**config.mk**
```make
export PLATFORM = sky130hd
export DESIGN_NAME = snitch_tcdm_amo_bank
export DESIGN_NICKNAME = d
export VERILOG_FILES = /design/src/rtl/snitch_tcdm_amo_bank.sv
export SDC_FILE = /design/constraint.sdc
export NUM_CORES = 1
export LEC_CHECK = 0
export CELL_PAD_IN_SITES_DETAIL_PLACEMENT = 1
export CELL_PAD_IN_SITES_GLOBAL_PLACEMENT = 2
export CORE_UTILIZATION = 25
export DETAILED_ROUTE_END_ITERATION = 8
export PLACE_DENSITY = 0.83
export SYNTH_ARGS = -nofsm -noshare
export SYNTH_HDL_FRONTEND = slang
export SYNTH_SLANG_ARGS = --single-unit
```
**constraint.sdc**
```tcl
create_clock -name clk_i -period 5.1 [get_ports clk_i]
set_clock_uncertainty 0.15 [all_clocks]
set_input_delay 1.02 -clock clk_i [delete_from_list [all_inputs] [get_ports clk_i]]
set_output_delay 1.02 -clock clk_i [all_outputs]
set_load 0.005 [all_outputs]
```
**src/rtl/snitch_tcdm_amo_bank.sv**
```systemverilog
// Per-bank TCDM adapter: request channel to single-port SRAM strobes with
// 1-cycle response latency, plus in-bank read-modify-write for RISC-V atomics.

package snitch_tcdm_amo_bank_pkg;

  typedef enum logic [3:0] {
    AMONone = 4'h0,
    AMOSwap = 4'h1,
    AMOAdd  = 4'h2,
    AMOAnd  = 4'h3,
    AMOOr   = 4'h4,
    AMOXor  = 4'h5,
    AMOMax  = 4'h6,
    AMOMaxu = 4'h7,
    AMOMin  = 4'h8,
    AMOMinu = 4'h9,
    AMOLR   = 4'hA,
    AMOSC   = 4'hB
  } amo_op_e;

  // Default request/response payloads for a 10-bit, 32-bit bank.
  typedef struct packed {
    logic [9:0]  addr;
    logic        write;
    amo_op_e     amo;
    logic [31:0] data;
    logic [3:0]  strb;
    logic        user;
  } tcdm_req_chan_t;

  typedef struct packed {
    logic           q_valid;
    tcdm_req_chan_t q;
  } tcdm_req_t;

  typedef struct packed {
    logic [31:0] data;
  } tcdm_rsp_chan_t;

  typedef struct packed {
    logic           q_ready;
    tcdm_rsp_chan_t p;
  } tcdm_rsp_t;

endpackage

module snitch_tcdm_amo_bank
  import snitch_tcdm_amo_bank_pkg::*;
#(
  parameter int unsigned AddrWidth = 10,
  parameter int unsigned DataWidth = 32,
  parameter type mem_req_t = tcdm_req_t,
  parameter type mem_rsp_t = tcdm_rsp_t
) (
  input  logic                   clk_i,
  input  logic                   rst_ni,
  input  mem_req_t               req_i,
  output mem_rsp_t               rsp_o,
  output logic                   sram_req_o,
  output logic                   sram_we_o,
  output logic [AddrWidth-1:0]   sram_addr_o,
  output logic [DataWidth-1:0]   sram_wdata_o,
  output logic [DataWidth/8-1:0] sram_be_o,
  input  logic [DataWidth-1:0]   sram_rdata_i
);

  localparam int unsigned StrbWidth = DataWidth / 8;
  localparam int unsigned HalfWidth = DataWidth / 2;
  localparam bit          HalfOps   = (DataWidth == 64);
  localparam logic [StrbWidth-1:0] StrbLo = StrbWidth'({(StrbWidth/2){1'b1}});
  localparam logic [StrbWidth-1:0] StrbHi = ~StrbLo;

  typedef enum logic {IDLE, AMO_WB} state_e;

  state_e                 state_q, state_d;
  amo_op_e                amo_q, amo_d;
  logic [AddrWidth-1:0]   addr_q, addr_d;
  logic [DataWidth-1:0]   operand_q, operand_d;
  logic [StrbWidth-1:0]   strb_q, strb_d;
  logic                   sc_zero_q, sc_zero_d;

  logic                   q_ready;
  logic                   is_rmw;
  logic                   strb_ok;
  logic                   lane_lo, lane_hi;
  logic [DataWidth-1:0]   a_n, b_n, r_n, amo_wdata;
  logic                   unused_user;

  assign unused_user = ^req_i.q.user;

  // Classify the incoming op as an in-bank read-modify-write.
  always_comb begin
    is_rmw = 1'b0;
    case (req_i.q.amo)
      AMOSwap, AMOAdd, AMOAnd, AMOOr, AMOXor,
      AMOMax, AMOMaxu, AMOMin, AMOMinu: is_rmw = 1'b1;
      default: is_rmw = 1'b0;
    endcase
  end

  assign strb_ok = (req_i.q.strb == '1) ||
                   (HalfOps && ((req_i.q.strb == StrbLo) || (req_i.q.strb == StrbHi)));

  // AMO ALU: half-lane ops are shifted to the top of the word so that
  // wrap-around and signed compares behave at lane width.
  always_comb begin
    lane_lo = HalfOps && (strb_q == StrbLo);
    lane_hi = HalfOps && (strb_q == StrbHi);
    a_n     = sram_rdata_i;
    b_n     = operand_q;
    if (lane_lo) begin
      a_n = {sram_rdata_i[HalfWidth-1:0], {HalfWidth{1'b0}}};
      b_n = {operand_q[HalfWidth-1:0], {HalfWidth{1'b0}}};
    end else if (lane_hi) begin
      a_n = {sram_rdata_i[DataWidth-1:HalfWidth], {HalfWidth{1'b0}}};
      b_n = {operand_q[DataWidth-1:HalfWidth], {HalfWidth{1'b0}}};
    end
    case (amo_q)
      AMOAdd:  r_n = a_n + b_n;
      AMOAnd:  r_n = a_n & b_n;
      AMOOr:   r_n = a_n | b_n;
      AMOXor:  r_n = a_n ^ b_n;
      AMOMax:  r_n = ($signed(a_n) > $signed(b_n)) ? a_n : b_n;
      AMOMaxu: r_n = (a_n > b_n) ? a_n : b_n;
      AMOMin:  r_n = ($signed(a_n) < $signed(b_n)) ? a_n : b_n;
      AMOMinu: r_n = (a_n < b_n) ? a_n : b_n;
      default: r_n = b_n;
    endcase
    if (lane_lo) begin
      amo_wdata = {sram_rdata_i[DataWidth-1:HalfWidth], r_n[DataWidth-1:HalfWidth]};
    end else if (lane_hi) begin
      amo_wdata = {r_n[DataWidth-1:HalfWidth], sram_rdata_i[HalfWidth-1:0]};
    end else begin
      amo_wdata = r_n;
    end
  end

  // Next-state and SRAM strobe generation.
  always_comb begin
    state_d      = state_q;
    amo_d        = amo_q;
    addr_d       = addr_q;
    operand_d    = operand_q;
    strb_d       = strb_q;
    sc_zero_d    = 1'b0;
    q_ready      = 1'b0;
    sram_req_o   = 1'b0;
    sram_we_o    = 1'b0;
    sram_addr_o  = req_i.q.addr;
    sram_wdata_o = req_i.q.data;
    sram_be_o    = req_i.q.strb;
    if (rst_ni) begin
      case (state_q)
        IDLE: begin
          q_ready = 1'b1;
          if (req_i.q_valid) begin
            sram_req_o = 1'b1;
            if (is_rmw) begin
              amo_d     = amo_op_e'(req_i.q.amo);
              addr_d    = req_i.q.addr;
              operand_d = req_i.q.data;
              strb_d    = req_i.q.strb;
              state_d   = AMO_WB;
            end else if (req_i.q.amo == AMOSC) begin
              sram_we_o = 1'b1;
              sc_zero_d = 1'b1;
            end else if (req_i.q.amo == AMONone) begin
              sram_we_o = req_i.q.write;
            end
          end
        end
        AMO_WB: begin
          sram_req_o   = 1'b1;
          sram_we_o    = 1'b1;
          sram_addr_o  = addr_q;
          sram_wdata_o = amo_wdata;
          sram_be_o    = strb_q;
          state_d      = IDLE;
        end
        default: state_d = IDLE;
      endcase
    end
  end

  // Response: SRAM read data one cycle after acceptance, forced to 0 after SC.
  always_comb begin
    rsp_o         = '0;
    rsp_o.q_ready = q_ready;
    rsp_o.p.data  = sc_zero_q ? '0 : sram_rdata_i;
  end

  // State and AMO latch registers.
  always_ff @(posedge clk_i) begin
    if (!rst_ni) begin
      state_q   <= IDLE;
      amo_q     <= AMONone;
      addr_q    <= '0;
      operand_q <= '0;
      strb_q    <= '0;
      sc_zero_q <= 1'b0;
    end else begin
      state_q   <= state_d;
      amo_q     <= amo_d;
      addr_q    <= addr_d;
      operand_q <= operand_d;
      strb_q    <= strb_d;
      sc_zero_q <= sc_zero_d;
    end
  end

  // Only full-word or (64-bit) half-word strobes are meaningful for RMW AMOs.
  assert property (@(posedge clk_i) disable iff (!rst_ni)
                   (req_i.q_valid && q_ready && is_rmw) |-> strb_ok)
    else $error("snitch_tcdm_amo_bank: illegal AMO strobe pattern");

endmodule
```
==> results.ini, run 1 <==
[power_and_ir_drop]
power.total_mw = 1.819
power_leakage_nw = 5.183
ir_worst_vdd_v = 0.0001194
p_per_area_nw_per_um2 = 151.3

[grt]
grt_pass1_wl_um = 54380
track_usage_pct = 24.02
grt_max_degree = 56
antenna_found_initial = 2
grt.overflow.total = 0
grt_pass1_vias = 10057

[sta]
finalCritPeriodShare_pct = 111.2
finalSetupViolations = 32
report.final.hold_viol_count = 0
timing.final.ws_setup_ns = -0.5707
slew_viol_final = 0
worst-slew-pin-transition_ns = 0.8493
fmax_mhz = 176.3
holdWs_ns = 0.3207
relSlewSlack_pct = 43.24
tns_ns = -13.45
rsz0062_at_grt = yes
period_minus_slack_ns = 5.671

[cts]
cts_tree = done
cts_buffers = 5
path_clk_slew_ns = 0.09
hold_buffers = 0
clockBufferDepth = 2
h-tree-depth = 2
cts.sink_count = 52
clock_latency_ns = 0.32
cts_root_buf = clkbuf_16

[flow_run]
drv_cap = 0

[finish]
area_delta_synth_final_pct = 70.23
fin_area_um2 = 12020
drive_gt1_share_pct = 32.38
fin_cells = 1810
layout.nets = 1613
final_util_pct = 43.27

[synth]
synth.avg_cell_area_um2 = 6.725
synthTopCellsByArea = ha_1 (17%), dfxtp_1 (15%), nand2_1 (11%)
synth_top_cells_by_count = nand2_1 (208), ha_1 (96), nor2_1 (89)
synth_cell_types = 68
yosys.area.top_type_share_pct = 17.01
synth_nets = 1234
synthFlopType = dfxtp_1
synth-async-reset-ratio_pct = 0
syn_area_um2 = 7062
yosysWarnings = 0
synth_edf_count = 0
yosysTopAreaCell = ha_1
syn-instance-count = 1050
ys_seq_area_share_pct = 14.74
yosysMostFrequentCell = nand2_1
synth-seq-cells = 52

[route]
viasPerCell = 5.206
drc = 0
wl_um = 35360
first_iter_violations = 427
firstDrtPassIters = 4
vias = 9422
antenna_left = 0
routedWlPerCell_um = 19.54

[floorplan]
fp-row-count = 61
die_h_um = 170.1
io_pins = 168
die_w_um = 170.1
dieArea_um2 = 28920
start_util_pct = 25.42
core_area_um2 = 27780

[setup_path]
cp.required_ns = 3.93
end_kind = primary output
cp_max_fo = 4
critical_path_class = input port to primary output
start_kind = input port
cp.arrival_ns = 4.50

[placed_design]
portBuffers = 166
gp_congestion = 0.9008
dpl_worst_slack_ns = -1.463
dpl.hpwl_um = 24790
place_area_um2 = 10700
dp.cells = 1757

[hold_path]
hp-class = register to register

[run_status]
status = complete, but fails checks
violations = negative setup slack

==> timing repair <==
item	CTS	global route
setup endpoints to repair	32	32
resized for setup	313	44
hold endpoints to repair	0	0
cloned	1	0
setup buffers	38	12
pin swaps	81	41
==> placed cells by master, fill, tap and decap left out, drive strengths merged, types with 6 or more instances in the layout <==
cell,netlist,routed
a211oi,7,7
a21boi,52,52
a21o,14,14
a21oi,74,74
a221o,16,16
a221oi,22,22
a22oi,10,10
a31oi,6,6
and2,9,9
buf,9,310
clkbuf,60,6
clkdlybuf4s50,0,107
dfxtp,52,52
dlygate4sd2,0,21
ha,96,96
inv,83,84
nand2,208,208
nand2b,6,6
nand3,17,17
nand4,8,8
nor2,89,89
nor2b,8,8
nor3,15,15
nor4,8,8
o2111ai,7,7
o211ai,14,14
o21ai,53,53
o21bai,9,9
o221ai,6,6
o22ai,22,22
xnor2,9,9
==> state kept, by name (all words and copies together) (netlist names) <==
signal / count
amo_q: 4
b_n: 32
state_q: 1
sc_zero_q: 1
addr_q: 10
strb_q: 4
==> kinds of logic after synthesis <==
group	synth area share, %
and+or+nand+nor	23.97
DFF	14.74
muxes	0.5670
AOI/OAI and AO/OA	33.36
xor gates and xnor gates	1.719
adders and majority gates	17.29
buffers and inverters	8.345
==> path summary, 6_finish.rpt <==
check	start	endpoint	slack (ns)	cells after the start
setup / recovery	sram_rdata_i[1]	sram_wdata_o[30]	-0.57	18
hold / removal	strb_q[3]	strb_q[3]	0.32	2
setup reg to reg	state_q	b_n[24]	3.03	4
hold reg to reg	strb_q[3]	strb_q[3]	0.32	2
==> worst max-delay path, cell delays in order <==
cell	delay, ns
dlygate4sd2_1	0.26
buf_6	0.12
ha_1	0.19
o21bai_2	0.19
a221oi_2	0.30
buf_4	0.18
nor3_4	0.04
o41ai_4	0.42
a31oi_2	0.17
buf_4	0.17
buf_4	0.13
nor3b_4	0.27
o22ai_4	0.17
buf_6	0.16
a221oi_2	0.26
nand3_1	0.15
o221a_2	0.16
buf_6	0.12
==> final cells by class <==
| cell class | count | area [um2] |
|---|---|---|
| diodes | 2 | 5.005 |
| clock buffers | 5 | 125.1 |
| clock inverters | 3 | 22.52 |
| fillers | 3461 | 15760 |
| inverters | 83 | 319.1 |
| multi-input cells | 846 | 6317 |
| flip-flops and latches | 52 | 1041 |
| well taps | 378 | 473.0 |
| repair buffers | 441 | 3719 |
==> where the power goes <==
part | internal, mW | switching (mW)
clock network | 0.186 | 0.218
logic | 0.481 | 0.484
registers | 0.428 | 0.0213
==> routing by layer <==
layer,part of all wire [%],up-vias,global-route usage [%]
li1,-,4455,-
met1,43,4623,28.88
met2,48,265,41.91
met3,5.4,77,4.488
met4,3.5,2,9.518
met5,0.028,-,0
Power figures use the tool's default switching activity.
==> run 2: changes to the inputs <==
--- a/config.mk
+++ b/config.mk
@@ -5,6 +5,7 @@
 export SDC_FILE = /design/constraint.sdc
 export NUM_CORES = 1
 export LEC_CHECK = 0
+export ABC_CLOCK_PERIOD_IN_PS = 5100
 export CELL_PAD_IN_SITES_DETAIL_PLACEMENT = 1
 export CELL_PAD_IN_SITES_GLOBAL_PLACEMENT = 2
 export CORE_UTILIZATION = 25
==> results of run 2 <==
Same layout as run 1: the final DEF is identical, and so are final timing and power.
==> run 3: changes to the inputs <==
==> config.mk (replaced) <==
export PLATFORM = sky130hd
export DESIGN_NAME = snitch_tcdm_amo_bank
export DESIGN_NICKNAME = d
export VERILOG_FILES = /design/src/rtl/snitch_tcdm_amo_bank.sv
export SDC_FILE = /design/constraint.sdc
export NUM_CORES = 1
export LEC_CHECK = 0
export ABC_CLOCK_PERIOD_IN_PS = 6500
export CELL_PAD_IN_SITES_DETAIL_PLACEMENT = 1
export CELL_PAD_IN_SITES_GLOBAL_PLACEMENT = 2
export CORE_UTILIZATION = 28
export DETAILED_ROUTE_END_ITERATION = 8
export PLACE_DENSITY = 0.87
export RECOVER_POWER = 100
export SYNTH_ARGS = -nofsm -noshare
export SYNTH_HDL_FRONTEND = slang
export SYNTH_SLANG_ARGS = --single-unit
==> constraint.sdc (replaced) <==
create_clock -name clk_i -period 6.5 [get_ports clk_i]
set_clock_uncertainty 0.15 [all_clocks]
set_input_delay 1.3 -clock clk_i [delete_from_list [all_inputs] [get_ports clk_i]]
set_output_delay 1.3 -clock clk_i [all_outputs]
set_load 0.005 [all_outputs]
==> results.ini, run 3 (synthesized netlist as in run 1, its figures left out) <==
[run_status]
status = complete, but fails checks
violations = max-capacitance violations, max-slew violations

[sta]
period_minus_slack_ns = 6.475
holdWs_ns = 0.3204
fmax_mhz = 154.4
relSlewSlack_pct = -46.78
report.final.hold_viol_count = 0
finalCritPeriodShare_pct = 99.61
finalSetupViolations = 0
rsz0062_at_grt = yes
slew_viol_final = 38
worst-slew-pin-transition_ns = 2.202

[grt]
use_met2_pct = 41.15
grt_max_degree = 56
grt_pass1_vias = 9082
use_met3_pct = 3.900
grt_pass1_wl_um = 48270
antenna_found_initial = 0
met1_usage_pct = 29.60
top_usage_layer = met2
grt.overflow.total = 0
track_usage_pct = 23.43

[setup_path]
end_kind = primary output
r2r_start = state_q
start_kind = input port
path_cells = dlygate4sd2_1 -> inv_2 -> ha_4 -> or4_4 -> or4b_4 -> nor3_4 -> o41ai_4 -> buf_4 -> nand3_2 -> xor2_2 -> buf_4 -> nand2_2 -> a221o_1 -> a221o_1 -> o221a_2 -> dlygate4sd2_1
timing.rr.end = b_n[10]
cpPeakStageDelay_ns = 0.56
cp.required_ns = 5.05
critical_path_class = input port to primary output
cp-startpoint = sram_rdata_i[15]
rr_worst_depth = 4
r2r_setup_slack_ns = 3.23
cpMaxStageDelayCell = or4_4
cp-endpoint = sram_wdata_o[17]
cp_max_fo = 4
cp.arrival_ns = 5.02

[power_and_ir_drop]
ir_worst_vdd_v = 0.0001105
power.total_mw = 1.315
power_leakage_nw = 4.678
p_per_area_nw_per_um2 = 120.9

[route]
wl_um = 31010
viasPerCell = 5.279
firstDrtPassIters = 6
drc = 0
vias = 8785
routedWlPerCell_um = 18.64
first_iter_violations = 463
antenna_left = 0

[floorplan]
die_h_um = 160.8
start_util_pct = 28.78
die_w_um = 160.8
io_pins = 168
core_area_um2 = 24530
fp-row-count = 57
dieArea_um2 = 25860

[finish]
drive_gt1_share_pct = 20.37
largest_reg_flops = 32
final_common_cell = nand2_1
n_antenna_cell = 0
regArea_um2 = 1041
most-common-layout-cells = nand2_1 (207), buf_4 (175), clkdlybuf4s50_1 (97)
nFillCells = 3067
multi_input_area_um2 = 5876
layout.nets = 1523
area_delta_synth_final_pct = 54.04
final_util_pct = 44.34

[hold_path]
hp-class = register to register
hold_start = strb_q[1]

[cts]
path_clk_slew_ns = 0.09
cts_buffers = 5
hold_buffers = 0
cts.sink_count = 52
cts_tree = done
cts_root_buf = clkbuf_16
clockBufferDepth = 2
clock_latency_ns = 0.32
h-tree-depth = 2

[placed_design]
gp_congestion = 0.9361
dpl.hpwl_um = 22550
portBuffers = 166

[flow_run]
drv_cap = 1

## run 3: cell count changes in the layout (fill, tap and decap cells not counted), sizes merged, moves of 4 or more
| cell | delta |
|---|---|
| dlygate4sd3 | +29 |
| dlygate4sd2 | +4 |
| clkdlybuf4s15 | +5 |
| dlymetal6s2s | +6 |
| buf | -126 |
| clkdlybuf4s50 | -10 |
## run 3: per-layer routing
layer	vias up	share of wire (%)
met1	4258	45
met2	213	48
met4	0	1.6
li1	4280	-
met3	34	5.3
met5	-	0
## run 3: layout make-up
cell class	instances	share of cell area, %
flip-flops and latches	52	9.570
repair buffers	351	28.41
clock inverters	3	0.2646
multi-input cells	846	54.01
inverters	83	2.864
clock buffers	5	1.150
well taps	324	3.727
## run 3: repair_timing
item	in CTS	in global routing
endpoints found under the setup margin	32	31
setup buffers	10	8
pin swaps	28	26
cloned	1	0
gates resized for setup	74	55
## run 3: worst min-delay path by stage
stage                end  slack, ns  cells after the start
6_report       strb_q[1]       0.32                      2
5_1_grt        strb_q[1]       0.35                      2
4_1_cts        strb_q[1]       0.32                      2
3_5_place_dp   strb_q[1]       0.31                      2
3_3_place_gp   addr_q[6]       0.30                      2
2_1_floorplan  addr_q[8]       0.29                      2
## run 3: power breakdown
part           switching (mW)  total, mW  leakage [nW]  internal, mW
Sequential             0.0219      0.358         0.425         0.336
Combinational           0.324      0.641          4.18         0.316
Clock                   0.167      0.317        0.0767         0.150
Total                   0.513       1.32          4.68         0.802
## run 3: per-stage QoR
stage | setup TNS, ns | setup WS [ns] | std cells | area, um2
after detailed placement | -15.26 | -0.6024 | 1637 | 10160
final | 0 | 0.02511 | 1664 | 10880
after CTS | 0 | 0.001294 | 1656 | 10580
after global placement | -11.47 | -0.5133 | 1637 | 10160
after floorplan | 0 | 0.8105 | 1050 | 7062
after global routing | -0.6887 | -0.09352 | 1664 | 10880
## run 3: worst max-delay path: cells and delay by family
| kind | cells | cell delay, ns |
|---|---|---|
| XOR/XNOR | 1 | 0.22 |
| AO/OA/AOI/OAI | 4 | 0.86 |
| AND/OR/NAND/NOR | 5 | 1.50 |
| buffers and inverters | 5 | 0.93 |
| adder cells (fa/ha/maj) | 1 | 0.21 |
==> patch 1 (flow settings as in run 3) <==
`addr_q` no longer has a reset.
--- a/src/rtl/snitch_tcdm_amo_bank.sv
+++ b/src/rtl/snitch_tcdm_amo_bank.sv
@@ -194,18 +194,20 @@
     if (!rst_ni) begin
       state_q   <= IDLE;
       amo_q     <= AMONone;
-      addr_q    <= '0;
       operand_q <= '0;
       strb_q    <= '0;
       sc_zero_q <= 1'b0;
     end else begin
       state_q   <= state_d;
       amo_q     <= amo_d;
-      addr_q    <= addr_d;
       operand_q <= operand_d;
       strb_q    <= strb_d;
       sc_zero_q <= sc_zero_d;
     end
+  end
+
+  always_ff @(posedge clk_i) begin
+    addr_q <= addr_d;
   end
 
   // Only full-word or (64-bit) half-word strobes are meaningful for RMW AMOs.
Check against the original RTL: same outputs for any inputs over 4 cycles, from zero or initial values and one cycle with rst_ni low; that may be too few to reach the edited logic, so the function may still have changed.
==> patch 1 against run 3 <==
- the run still ends with capacitance limit, slew limit left
- cell area grew 2.7%
- largest power group unchanged
- sequential cell count is the same
- total power up 2.5%
- wire length up 4.7%
- synthesized area rose by 5.5%
- critical path type unchanged
- cell count about the same
- sequential share of layout area grew 0.65 points
- setup slack improved by 0.029 ns
==> patch 1: results (changes against run 3) <==
Inst Count DP=1645 (+0.49%); CTS Buf Count=5 (unchanged); clk slew on worst S/H paths=0.09 ns (about the same); share of cells above drive strength 1=21.3% (+0.92 points); violated checks=capacitance limit, slew limit; first-pass GRT wire length=49800 um (+3.1%); Syn Inst Count=1050 (unchanged); worst-case reg-to-reg path depth=4 (unchanged); Post-Route WL=32500 um (+4.7%); ys flop type=dfxtp_1; CP arrival=5.00 ns (-0.02 ns); buffers added on ports=166 (unchanged); post-synthesis sequential area ratio=15.3% (+0.57 points); post-synthesis async set-or-reset flop share=0% (unchanged); Clk Tree Root Cell=clkbuf_16; initial antenna violation count=1 (+1); Fillers=3210 (+4.7%); Residual DRC=0 (unchanged); Skew-Pair Late Insertion Delay=0.31 ns; via count=8968 (+2.1%); Max Cap Viol=1 (unchanged); Lkg Pwr=0.00481 uW (+2.8%); Largest register FFs=32 (unchanged); Worst-Margin Slew=2.40 ns (+0.198 ns); routed vias/inst=5.39 (+2.0%); number of synthesized flops with an enable pin=10 (+10); crit-path max FO=7 (+3); Detailed Route Iter0 Violations=458 (-1.1%); synth top area cells=ha_1, dfxtp_1, nand2_1; peak supply drop=94.5 uV (-14%); Clock Tree Buf Depth=2 (unchanged); sw frac=39.5% (+0.49 points); yosys warns=0 (unchanged); pin count of the biggest net entering global routing=51 (-8.9%); dominant cell type by area after synthesis=ha_1; worst min-delay path category=register to register; commonest cells in the netlist=nand2_1, nor2_1, ha_1; syn nets=1234 (unchanged); DRT Pass-1 Iters=8 (+2); Total Nets Final=1512 (-0.72%); H-tree levels=2 (unchanged); Netlist cell types=75 (+10%); hpwl dp=23900 um (+6.0%); Max Transition Viols Final=42 (+11%); Worst Hold Depth=2 (unchanged); all-layer global routing usage=23.5% (+0.12 points); status=finished with violations; number of global-route vias before repair=9329 (+2.7%); gpl congestion=0.920 (-1.8%)
-- patch 1: worst paths after layout --
check	startpoint	end	slack [ns]
worst max register to register	state_q	b_n[8]	3.44
worst min-delay path	strb_q[1]	strb_q[1]	0.32
worst max-delay path	sram_rdata_i[30]	sram_wdata_o[15]	0.05
worst min register to register	strb_q[1]	strb_q[1]	0.32
-- patch 1: area by class of cell --
cell class,count,area share (%)
flip-flops and latches,52,10.2
clock inverters,3,0.258
well taps,335,3.75
multi-input cells,844,54.8
repair buffers,344,27.1
clock buffers,5,1.12
inverters,81,2.72
diodes,1,0.0224
-- patch 1: cell families after synthesis --
| logic type | after synthesis | synth area share (%) |
|---|---|---|
| AO/OA/AOI/OAI | 344 | 33.4 |
| XOR/XNOR | 16 | 1.88 |
| adder cells (fa/ha/maj) | 97 | 16.4 |
| buffers and inverters | 154 | 8.58 |
| flip-flops | 52 | 15.3 |
| multiplexers | 9 | 1.28 |
| AND/OR/NAND/NOR | 378 | 23.1 |
-- patch 1: metrics by stage --
step	instance area, um^2	setup slack, ns	util (%)
2_1_floorplan	7450	0.817	-
3_5_place_dp	10500	-0.585	40.2
5_1_grt	11200	-0.0201	42.9
6_report	11200	0.0541	42.9
4_1_cts	11000	-0.00745	42.2
3_3_place_gp	10500	-0.464	40.2
-- patch 1: power by group through the flow --
stage               clock network (uW)  logic [uW]  registers [uW]
floorplan                            0         296             367
finish                             322         656             371
global route                       339         710             374
detailed placement                   0         618             377
global placement                     0         604             374
CTS                                333         644             370
-- patch 1: metal layers --
layer	track usage (%)	vias up	routed length, um
li1	-	4291	-
met5	0	-	0
met1	30.4	4398	14800
met4	5.84	0	575
met2	41.6	239	15700
met3	2.22	40	1380
-- patch 1: critical path, stage by stage --
cell and delay (ns):
dlygate4sd2_1 0.26, inv_2 0.09, ha_4 0.22, nor4_4 0.34
nand4_1 0.22, or4b_4 0.58, and2_4 0.17, o31ai_4 0.32
nand2_4 0.08, a221o_1 0.38, buf_12 0.17, buf_4 0.13
a2111oi_4 0.36, nor2_1 0.10, dlygate4sd2_1 0.27
-- patch 1: repair_timing --
item / CTS / global route
endpoints found under the setup margin: 32 / 27
resized for setup: 78 / 32
setup buffers: 6 / 5
pin swaps: 16 / 3
hold buffers: 0 / 0
==> patch 2 (flow settings as in run 3) <==
Made on the original files. Reset style: asynchronous (`rst_ni`), changed in one clocked block.
--- a/src/rtl/snitch_tcdm_amo_bank.sv
+++ b/src/rtl/snitch_tcdm_amo_bank.sv
@@ -190,7 +190,7 @@
   end
 
   // State and AMO latch registers.
-  always_ff @(posedge clk_i) begin
+  always_ff @(posedge clk_i or negedge rst_ni) begin
     if (!rst_ni) begin
       state_q   <= IDLE;
       amo_q     <= AMONone;
Function: differs if rst_ni is asserted again (counterexample within 4 cycles, from zero or initial values and one cycle with rst_ni low); with rst_ni held inactive, the same outputs for 4 cycles.
==> patch 2 against run 3 <==
- the run still ends with capacitance limit, slew limit left
- synthesized area up 2.2%
- cell area up 1.2%
- maximum frequency up 1.1%
- synthesized cell count down 5.0%
- setup slack better by 0.073 ns
- cell count down 4.0%
- first-iteration DRC count down 17%
- global-route usage down 0.32 points
- wire length down 1.1%
- sequential share of layout area up 2.3 points
- sequential cell count unchanged
- critical path type unchanged
- highest routed layer unchanged
Power is not compared: it rests on default switching activity, and its combinational part moved more than twofold at a synthesized area within 25%.
==> patch 2: results (changes against run 3) <==
r2r setup slk=3.04 ns (-0.19 ns); Worst Hold Depth=1 (-1); Post-Route WL=30700 um (-1.1%); DRT Pass-1 Iters=4 (-2); slowest CP cell=clkdlybuf4s50_1; Max Cap Viol=1 (unchanged); Detailed Route Iter0 Violations=384 (-17%); Total Nets Final=1450 (-4.8%); Placement Cell Area=10300 um^2 (+0.85%); pin count of the biggest net entering global routing=48 (-14%); Slew HR=-21.7% (+25 points); cell family with most CP delay=buffers and inverters; status=finished with violations; hpwl dp=22600 um (about the same); dominant cell type by area after synthesis=dfrtp_1; Max Transition Viols Final=48 (+26%); mean post-synth cell area=7.24 um^2 (+7.7%); syn nets=1181 (-4.3%); crit-path max FO=8 (+4); gpl congestion=0.888 (-5.2%); number of global-route vias before repair=8840 (-2.7%); Fin Hold WS=0.368 ns (+0.0472 ns); via count=8435 (-4.0%); first-pass GRT wire length=47900 um (-0.74%); CP arrival=4.95 ns (-0.07 ns); post-synthesis sequential area ratio=18.0% (+3.3 points); synth top area cells=dfrtp_1, ha_1, nand2_1; commonest cells in the netlist=nand2_1, nor2_1, ha_1; Netlist cell types=70 (+2.9%); share of cells above drive strength 1=22.8% (+2.4 points); CP peak stage delay=0.49 ns (-0.07 ns); violated checks=capacitance limit, slew limit
[patch 2: path summary, 6_finish.rpt]
| path | from | end |
|---|---|---|
| max in group asynchronous | rst_ni | b_n[1] |
| worst max-delay path | sram_rdata_i[21] | sram_wdata_o[25] |
| worst max register to register | state_q | b_n[10] |
| worst min register to register | addr_q[8] | addr_q[8] |
| worst min-delay path | addr_q[8] | addr_q[8] |
| min in group asynchronous | rst_ni | strb_q[3] |
[patch 2: timing repair]
action | in CTS | in global routing
pin swaps | 15 | 37
gates resized for setup | 50 | 73
endpoints found under the setup margin | 32 | 32
setup buffers | 1 | 3
[patch 2: metrics by stage]
| stage | setup WS (ns) | util (%) |
|---|---|---|
| after floorplan | 0.937 | - |
| after global placement | -0.316 | 40.6 |
| after detailed placement | -0.274 | 40.6 |
| after CTS | 0.00188 | 42.3 |
| after global routing | -0.0386 | 43.6 |
| final | 0.0985 | 43.6 |
[patch 2: logic make-up after synthesis]
group,after synthesis,share of synthesized area (%)
AND/OR/NAND/NOR,325,20.1
flip-flops,52,18.0
multiplexers,21,3.28
buffers and inverters,152,8.63
AO/OA/AOI/OAI,330,30.7
adder cells (fa/ha/maj),97,16.9
XOR/XNOR,20,2.43
[patch 2: final cells by class]
cell class / instances / area, um^2
inverters: 79 / 297
flip-flops and latches: 52 / 1300
fillers: 3091 / 14300
clock buffers: 5 / 125
clock inverters: 3 / 28.8
well taps: 330 / 413
repair buffers: 335 / 3010
multi-input cells: 793 / 5830
[patch 2: per-layer routing]
| layer | up-vias | wire [um] | track usage [%] |
|---|---|---|---|
| li1 | 4065 | - | - |
| met1 | 4152 | 14000 | 30.2 |
| met2 | 189 | 14600 | 38.9 |
| met3 | 29 | 1610 | 4.33 |
| met4 | 0 | 482 | 5.69 |
| met5 | - | 0 | 0 |
